### src/rtl/tcas_dmsp_pkg.sv
// rtl/tcas_dmsp_pkg.sv - shared widths and pulse-detector state encoding for the TCAS DMSP chain
package tcas_dmsp_pkg;

  localparam int MAG_W = 24;
  localparam int TOA_W = 32;

  typedef enum logic [1:0] {
    IDLE     = 2'd0,
    RISE     = 2'd1,
    HIGH     = 2'd2,
    WAIT_LOW = 2'd3
  } pd_state_t;

endpackage

### src/rtl/tcas_noise_floor.sv
// rtl/tcas_noise_floor.sv - IIR noise-floor tracker and saturating threshold offset
// Built only when TCAS_PULSE_NOISE_TRACK_EN is defined.
module tcas_noise_floor
  import tcas_dmsp_pkg::*;
#(
  parameter int NF_SHIFT = 4
) (
  input  logic             clk,
  input  logic             reset,
  input  logic             update,
  input  logic [MAG_W-1:0] mag,
  input  logic [MAG_W-1:0] thr_level,
  output logic [MAG_W-1:0] noise_floor,
  output logic [MAG_W-1:0] thr_eff
);

  logic [MAG_W-1:0]        nf;
  logic signed [MAG_W+1:0] diff;
  logic signed [MAG_W+1:0] step;
  logic signed [MAG_W+1:0] sum;
  logic [MAG_W:0]          thr_sum;

  // Two guard bits keep the signed difference and update free of overflow.
  always_comb begin
    diff    = $signed({2'b00, mag}) - $signed({2'b00, nf});
    step    = diff >>> NF_SHIFT;
    sum     = $signed({2'b00, nf}) + step;
    thr_sum = {1'b0, nf} + {1'b0, thr_level};
    thr_eff = thr_sum[MAG_W] ? {MAG_W{1'b1}} : thr_sum[MAG_W-1:0];
  end

  always_ff @(posedge clk) begin
    if (reset) begin
      nf <= '0;
    end else if (update) begin
      if (sum < 26'sd0) begin
        nf <= '0;
      end else if (sum > 26'sd16777215) begin
        nf <= {MAG_W{1'b1}};
      end else begin
        nf <= sum[MAG_W-1:0];
      end
    end
  end

  assign noise_floor = nf;

endmodule

### src/rtl/tcas_pulse_detector.sv
// rtl/tcas_pulse_detector.sv - threshold pulse detector emitting TOA/width/peak events
// Optional noise-floor tracking under TCAS_PULSE_NOISE_TRACK_EN.
module tcas_pulse_detector
  import tcas_dmsp_pkg::*;
#(
  parameter int MIN_WIDTH = 3,
  parameter int MAX_WIDTH = 64,
  parameter int WIDTH_W   = 8
`ifdef TCAS_PULSE_NOISE_TRACK_EN
  ,
  parameter int NF_SHIFT  = 4
`endif
) (
  input  logic               clk,
  input  logic               reset,
  input  logic               mag_valid,
  input  logic [23:0]        magnitude,
  input  logic [23:0]        thr_level,
  output logic               above_thr,
  output logic               pulse_valid,
  output logic [31:0]        pulse_toa,
  output logic [WIDTH_W-1:0] pulse_width,
  output logic [23:0]        pulse_peak,
  output logic               pulse_long,
  output logic [23:0]        noise_floor
);

  pd_state_t          state, state_n;
  logic [TOA_W-1:0]   sample_cnt;
  logic               s1_valid;
  logic [MAG_W-1:0]   s1_mag;
  logic [TOA_W-1:0]   s1_idx;
  logic [MAG_W-1:0]   thr_eff;

  logic [TOA_W-1:0]   cur_toa, toa_n;
  logic [WIDTH_W-1:0] cur_width, width_n, width_inc;
  logic [MAG_W-1:0]   cur_peak, peak_n, peak_up;
  logic               ev, ev_long;

`ifdef TCAS_PULSE_NOISE_TRACK_EN
  logic nf_update;
  assign nf_update = s1_valid && (state == IDLE);

  tcas_noise_floor #(
    .NF_SHIFT (NF_SHIFT)
  ) u_noise_floor (
    .clk         (clk),
    .reset       (reset),
    .update      (nf_update),
    .mag         (s1_mag),
    .thr_level   (thr_level),
    .noise_floor (noise_floor),
    .thr_eff     (thr_eff)
  );
`else
  assign noise_floor = '0;
  assign thr_eff     = thr_level;
`endif

  // Stage 1: index stamp and threshold compare; above_thr doubles as the stage-1 flag.
  always_ff @(posedge clk) begin
    if (reset) begin
      sample_cnt <= '0;
      s1_valid   <= 1'b0;
      s1_mag     <= '0;
      s1_idx     <= '0;
      above_thr  <= 1'b0;
    end else begin
      s1_valid <= mag_valid;
      if (mag_valid) begin
        sample_cnt <= sample_cnt + 32'd1;
        s1_mag     <= magnitude;
        s1_idx     <= sample_cnt;
        above_thr  <= magnitude > thr_eff;
      end
    end
  end

  always_comb begin
    state_n   = state;
    toa_n     = cur_toa;
    width_n   = cur_width;
    peak_n    = cur_peak;
    ev        = 1'b0;
    ev_long   = 1'b0;
    width_inc = cur_width + WIDTH_W'(1);
    peak_up   = (s1_mag > cur_peak) ? s1_mag : cur_peak;
    if (s1_valid) begin
      case (state)
        IDLE: begin
          if (above_thr) begin
            toa_n   = s1_idx;
            width_n = WIDTH_W'(1);
            peak_n  = s1_mag;
            state_n = (MIN_WIDTH <= 1) ? HIGH : RISE;
          end
        end
        RISE: begin
          if (above_thr) begin
            width_n = width_inc;
            peak_n  = peak_up;
            if (width_inc == WIDTH_W'(MIN_WIDTH)) state_n = HIGH;
          end else begin
            state_n = IDLE;
          end
        end
        HIGH: begin
          if (above_thr) begin
            width_n = width_inc;
            peak_n  = peak_up;
            if (width_inc == WIDTH_W'(MAX_WIDTH)) begin
              ev      = 1'b1;
              ev_long = 1'b1;
              state_n = WAIT_LOW;
            end
          end else begin
            ev      = 1'b1;
            state_n = IDLE;
          end
        end
        WAIT_LOW: begin
          if (!above_thr) state_n = IDLE;
        end
        default: state_n = IDLE;
      endcase
    end
  end

  // Stage 2: pulse tracking registers and held event outputs.
  always_ff @(posedge clk) begin
    if (reset) begin
      state       <= IDLE;
      cur_toa     <= '0;
      cur_width   <= '0;
      cur_peak    <= '0;
      pulse_valid <= 1'b0;
      pulse_toa   <= '0;
      pulse_width <= '0;
      pulse_peak  <= '0;
      pulse_long  <= 1'b0;
    end else begin
      state       <= state_n;
      cur_toa     <= toa_n;
      cur_width   <= width_n;
      cur_peak    <= peak_n;
      pulse_valid <= ev;
      if (ev) begin
        pulse_toa   <= toa_n;
        pulse_width <= width_n;
        pulse_peak  <= peak_n;
        pulse_long  <= ev_long;
      end
    end
  end

endmodule
### config.mk
export PLATFORM = sky130hd
export DESIGN_NAME = tcas_pulse_detector
export DESIGN_NICKNAME = d
export VERILOG_FILES = /design/src/rtl/tcas_dmsp_pkg.sv /design/src/rtl/tcas_noise_floor.sv /design/src/rtl/tcas_pulse_detector.sv
export SDC_FILE = /design/constraint.sdc
export NUM_CORES = 1
export LEC_CHECK = 0
export ABC_CLOCK_PERIOD_IN_PS = 6000
export BUFFER_PORTS_ARGS = -buffer_cell sky130_fd_sc_hd__buf_2
export CAP_MARGIN = 20
export CORE_UTILIZATION = 35
export CTS_CLUSTER_DIAMETER = 40
export DETAILED_ROUTE_END_ITERATION = 6
export HOLD_SLACK_MARGIN = 0.1
export PLACE_DENSITY = 0.58
export SYNTH_ARGS = -nofsm -noshare
export SYNTH_HDL_FRONTEND = slang
export SYNTH_SLANG_ARGS = --single-unit
### constraint.sdc
create_clock -name clk -period 6 [get_ports clk]
set_input_delay 0.9 -clock clk [delete_from_list [all_inputs] [get_ports clk]]
set_output_delay 0.9 -clock clk [all_outputs]
set_load 0.05 [all_outputs]
After elaboration in Yosys (flattened, before gate mapping)
Cells that the tools add are included.

word-level totals
  register bits = 222
  bits in latches = 0
  memory bits (writable) = 0
  memory bits (read-only) = 0
  bits of input ports = 51
  logic and storage cells = 56
  memories kept = 0

cells by class
  $add $sub $neg = 2
  $mul = 0
  divide/modulo/power cells = 0
  order comparisons = 2
  equality and inequality tests = 9
  shift operators = 0
  multiplexer cells = 26
  bitwise gates (word level) = 0
  reductions and logical operators = 3

operators by type and width
  cell                                            number
  two-way mux 24 bit                              4
  two-way mux 32 bit                              3
  greater-than comparator 24 bit                  2
  case mux 24 bit (2 select lines)                1
  adder 32 x 1 -> 32 bit (second input constant)  1
  two-way mux 8 bit                               3
  case mux 8 bit (2 select lines)                 1
  two-way mux 2 bit                               6
  adder 8 x 1 -> 8 bit (second input constant)    1
  == test 8 x 2 -> 1 bit (second input constant)  1
  == test 8 x 7 -> 1 bit (second input constant)  1
  case mux 2 bit (4 select lines)                 1
  two-way mux 1 bit                               7
  inequality test 3 bit (second input constant)   2
  AND reduction 5 bit                             1
  == test 2 bit (second input constant)           2
  inequality test 2 bit (second input constant)   2
  == test 2 x 1 -> 1 bit (second input constant)  1
  logical NOT 2 bit                               1
  OR reduction 2 bit                              1

Longest topological paths before layout
  depth in word-level cells = 6
  mapped depth = 10
  depth with buffers taken out = 9

Worst setup path before layout
No wires, ideal clock.

  path type = input to register
  start point = input thr_level[3]
  end point = register above_thr
  setup time = 0.143 ns
  arrival time = 2.472 ns
  slack = 3.385 ns
  stages on the path = 9
  buffers on the path = 0
  cell sequence = inv_1 -> ha_1 -> a21o_1 -> a21oi_1 -> a21oi_1 -> a211o_1 -> a21o_1 -> a2111oi_0 -> o32ai_1

between the ends
  cells in the longest elaborated chain, start to end = 1

RTL lines
  what                            RTL line                   RTL
  from (decl)                     tcas_pulse_detector.sv:18  input logic [23:0] thr_level,
  greater-than comparator 24 bit  tcas_pulse_detector.sv:74  above_thr <= magnitude > thr_eff;
  to (signal assigned)            tcas_pulse_detector.sv:74
  to (decl)                       tcas_pulse_detector.sv:19  output logic above_thr,

No other way between the ends.
A chain may end at the register's enable or synchronous reset.

Worst setup path in the final report
  start point = register cur_peak[22]
  end point = register pulse_peak[12]

between the ends
  cells in the longest elaborated chain, start to end = 5

RTL lines
  what                              RTL line                                               RTL
  from (decl)                       tcas_pulse_detector.sv:37                              logic [MAG_W-1:0] cur_peak, peak_n, peak_up;
  from (signal assigned)            tcas_pulse_detector.sv:145                             cur_peak <= peak_n;
  greater-than comparator 24 bit    tcas_pulse_detector.sv:87                              peak_up = (s1_mag > cur_peak) ? s1_mag : cur_peak;
  two-way mux 24 bit                tcas_pulse_detector.sv:87
  two-way mux 24 bit                tcas_pulse_detector.sv:99, tcas_pulse_detector.sv:108
  case mux 24 bit (2 select lines)  tcas_pulse_detector.sv:89                              case (state)
  two-way mux 24 bit                tcas_pulse_detector.sv:88                              if (s1_valid) begin
  to (signal assigned)              tcas_pulse_detector.sv:150                             pulse_peak <= peak_n;
  to (decl)                         tcas_pulse_detector.sv:23                              output logic [23:0] pulse_peak,

No other way between the ends.

==> qor.csv <==
stage,metric,value,unit
layout,diodes,0,
timing,setup_viol,0,
worst_hold_path,hp-class,reg -> reg,
timing,slew_violations,0,
timing,finalHoldViolCount,0,
setup_path,criticalPathCategory,reg -> reg,
placement,dp_slack,2.876,ns
yosys,synth-seq-cells,222,
yosys,synth_top_area_cell,dfxtp_1,
detailed_routing,wire_per_inst,14.15,um
yosys,yosysTopAreaCellShare,43.72,%
timing,rsz0062_at_grt,no,
yosys,async_flop_share,0,%
timing,fin_crit_sh,51.00,%
timing,tightestPinTransition,0.9835,ns
setup_path,cp_max_fo,9,
global_routing,grtUsageMet1,19.15,%
detailed_routing,drt_wl_total,22.96,mm
clocking,cts_resized,0,
global_routing,grt_use_total,15.54,%
placement,dpl.cell_count,1561,
setup_path,crit_path_max_incr_delay,0.61,ns
power,max-vdd-ir-drop,0.1587,mV
yosys,yosysWarnings,0,
timing,timing.fmax,0.3268,GHz
clocking,cts_max_path_buffers,3,
floorplan,design.core.area,28630,um2
floorplan,num_io_pins,142,
clocking,cts_hold_buf,0,
floorplan,die-area,29730,um2
layout,layout.nets,1322,
placement,dp_hpwl,15.35,mm
worst_hold_path,min-delay-start,s1_idx[0]$_SDFFE_PP0P_,
detailed_routing,drc_errors,0,
timing,setup_ws,2.940,ns
setup_path,crit_slowest_cell,a21oi_1,
power,power.leakage,5.328,nW
run,drv_cap,0,
setup_path,cp.arrival,3.48,ns
power,p_per_area,310.4,nW/um2
floorplan,die_width,172.4,um
clocking,cts_tree,yes,
global_routing,grt_max_degree,154,
clocking,cts.sinks,222,
timing,clock-skew-final,0.01893,ns
setup_path,end_kind,flip-flop,
yosys,synth_ff_type,dfxtp_1,
setup_path,crit_chain,"inv_1, ha_1, nand4_1, nor4_1, o221ai_1, a21oi_1, buf_4, o21ai_0, a31oi_1",
detailed_routing,ant_nets,0,
floorplan,die_h,172.4,um
timing,fin_crit,3.060,ns
detailed_routing,drtIter0Drc,485,
floorplan,start_util,35.51,%
worst_hold_path,worstHoldPathCells,2,
layout,drive_above_1_share,17.45,%
setup_path,crit_family,compound AO/OA/AOI/OAI gates,
global_routing,grt_pass1_vias,7559,
yosys,synth_area,10170,um2
global_routing,grtUsageMet2,26.42,%
setup_path,crit_start,cur_peak[22]$_SDFF_PP0_,
outcome,status,"complete, no violations",
setup_path,cp_num_cells,9,
timing,fin_setup_tns,0,ns
yosys,synthTopCellsByArea,"dfxtp_1 (44%), mux2i_1 (9.2%), ha_1 (7.1%)",
clocking,clk_latency,0.51,ns
setup_path,reg2reg_depth,9,
detailed_routing,vias,7964,
yosys,yosysSeqAreaShare,43.72,%
global_routing,gr-max-usage-layer,met2,
yosys,synth.distinct_cells,52,
clocking,cts_buffers,34,
setup_path,critPathBufInv,2,
yosys,synth_edf_count,0,
setup_path,worstPathRequired,6.42,ns
clocking,post_cts_buffers,0,
placement,gp_congestion,0.7942,
clocking,path_clk_slew,0.05,ns
yosys,netlist_instances,1114,
global_routing,grt_pass1_wl,37.24,mm
clocking,cts_root_buf,clkbuf_16,
placement,port_buffers,117,
setup_path,rr_startpoint,cur_peak[22]$_SDFF_PP0_,
global_routing,overflow,0,
layout,syn_to_final_growth,19.79,%
global_routing,grt_use_met3,2.770,%
layout,fin_cells,1622,
detailed_routing,vias_per_cell,4.910,
yosys,synth.avg_cell_area,9.126,um2
timing,relSlewSlack,34.08,%
floorplan,rows,62,
setup_path,crit_path_start_kind,flip-flop,
global_routing,grt_antenna_before_repair,0,
detailed_routing,drt_first_pass_iters,5,
clocking,htree_levels,2,
-- registers in the layout, indices dropped and copies added (netlist names) --
signal	count
above_thr	1
cur_peak	24
cur_toa	32
cur_width	8
pulse_long	1
pulse_peak	24
pulse_toa	32
pulse_valid	1
pulse_width	8
s1_idx	32
s1_mag	24
s1_valid	1
sample_cnt	32
state	2
-- area by class of cell --
type	count	area [um2]
clock buffer	38	907.1
tap	384	480.5
clock inverter	23	275.3
multi-input combinational	772	5182
sequential	222	4444
inverter	57	214.0
fill	2842	16450
timing repair buffer	126	674.4
-- per-stage QoR --
step / area [um2] / total power [mW] / util [%] / hold slack, ns
after floorplan: 10250 / 1.732 / - / 0.4578
after global placement: 10990 / 1.783 / 38.39 / 0.4699
after detailed placement: 11000 / 1.786 / 38.41 / 0.4837
after CTS: 12180 / 3.837 / 42.54 / 0.4956
after global routing: 12180 / 3.926 / 42.54 / 0.5155
final: 12180 / 3.780 / 42.54 / 0.4905
-- layout by cell type, fill, tap and decap left out, types with 5 or more instances in the layout --
cell type,synthesis,layout
a21o_1,8,8
and3_1,8,8
buf_4,24,9
nand3_1,51,50
dfxtp_1,222,222
nor2_1,185,185
mux2i_1,93,93
a211oi_1,42,42
a22oi_1,11,11
nor2b_1,8,8
mux2_4,9,9
nand2_1,41,41
a31oi_1,15,15
inv_1,57,57
xnor2_1,10,10
a311oi_2,9,9
nand4_1,16,16
o21ai_0,43,43
o21bai_1,16,16
ha_1,58,58
conb_1,1,24
buf_2,13,115
xor2_1,17,17
a21oi_1,52,52
clkbuf_16,0,35
or3_1,8,8
inv_6,0,6
nor3_1,6,5
-- logic make-up after synthesis --
| family | share of synthesized area (%) |
|---|---|
| and+or+nand+nor | 15.25 |
| adders and majority gates | 7.139 |
| muxes | 10.49 |
| DFF | 43.72 |
| AOI/OAI and AO/OA | 14.72 |
| buffers and inverters | 6.326 |
| other | 0.03689 |
| xor gates and xnor gates | 2.326 |
-- metal layers --
| metal | vias up | share of wire (%) |
|---|---|---|
| met1 | 3704 | 46 |
| met5 | - | 0 |
| met2 | 147 | 47 |
| met3 | 51 | 3.9 |
| met4 | 0 | 3.1 |
| li1 | 4062 | - |
-- final timing paths --
check                                              endpoint  slack (ns)
worst max-delay path            pulse_peak[12]$_SDFFE_PP0P_        2.94
worst min-delay path                 s1_idx[0]$_SDFFE_PP0P_        0.49
worst max register to register  pulse_peak[12]$_SDFFE_PP0P_        2.94
worst min register to register       s1_idx[0]$_SDFFE_PP0P_        0.49
-- cells in the mapped netlist (6+ instances only) --
cell      count
dfxtp_1     222
nor2_1      185
mux2i_1      93
ha_1         58
inv_1        57
a21oi_1      52
nand3_1      51
clkbuf_1     43
o21ai_0      43
a211oi_1     42
nand2_1      41
buf_4        24
xor2_1       17
nand4_1      16
o21bai_1     16
a31oi_1      15
buf_2        13
a22oi_1      11
xnor2_1      10
a311oi_2      9
mux2_4        9
a21o_1        8
and3_1        8
nor2b_1       8
or3_1         8
buf_1         6
nor3_1        6
-- power breakdown --
group | leakage, nW | switching, mW | internal, mW | total, mW
Combinational | 2.96 | 0.160 | 0.0849 | 0.245
Clock | 0.571 | 0.741 | 1.29 | 2.03
Sequential | 1.79 | 0.0172 | 1.49 | 1.51
Total | 5.33 | 0.918 | 2.86 | 3.78
-- worst min-delay path: cells and delay by family (launching register included) --
kind             cells  cell delay, ns
DFF                  1            0.32
muxes                1            0.06
and+or+nand+nor      1            0.07
Note: power is estimated with default switching activity, not from simulation.
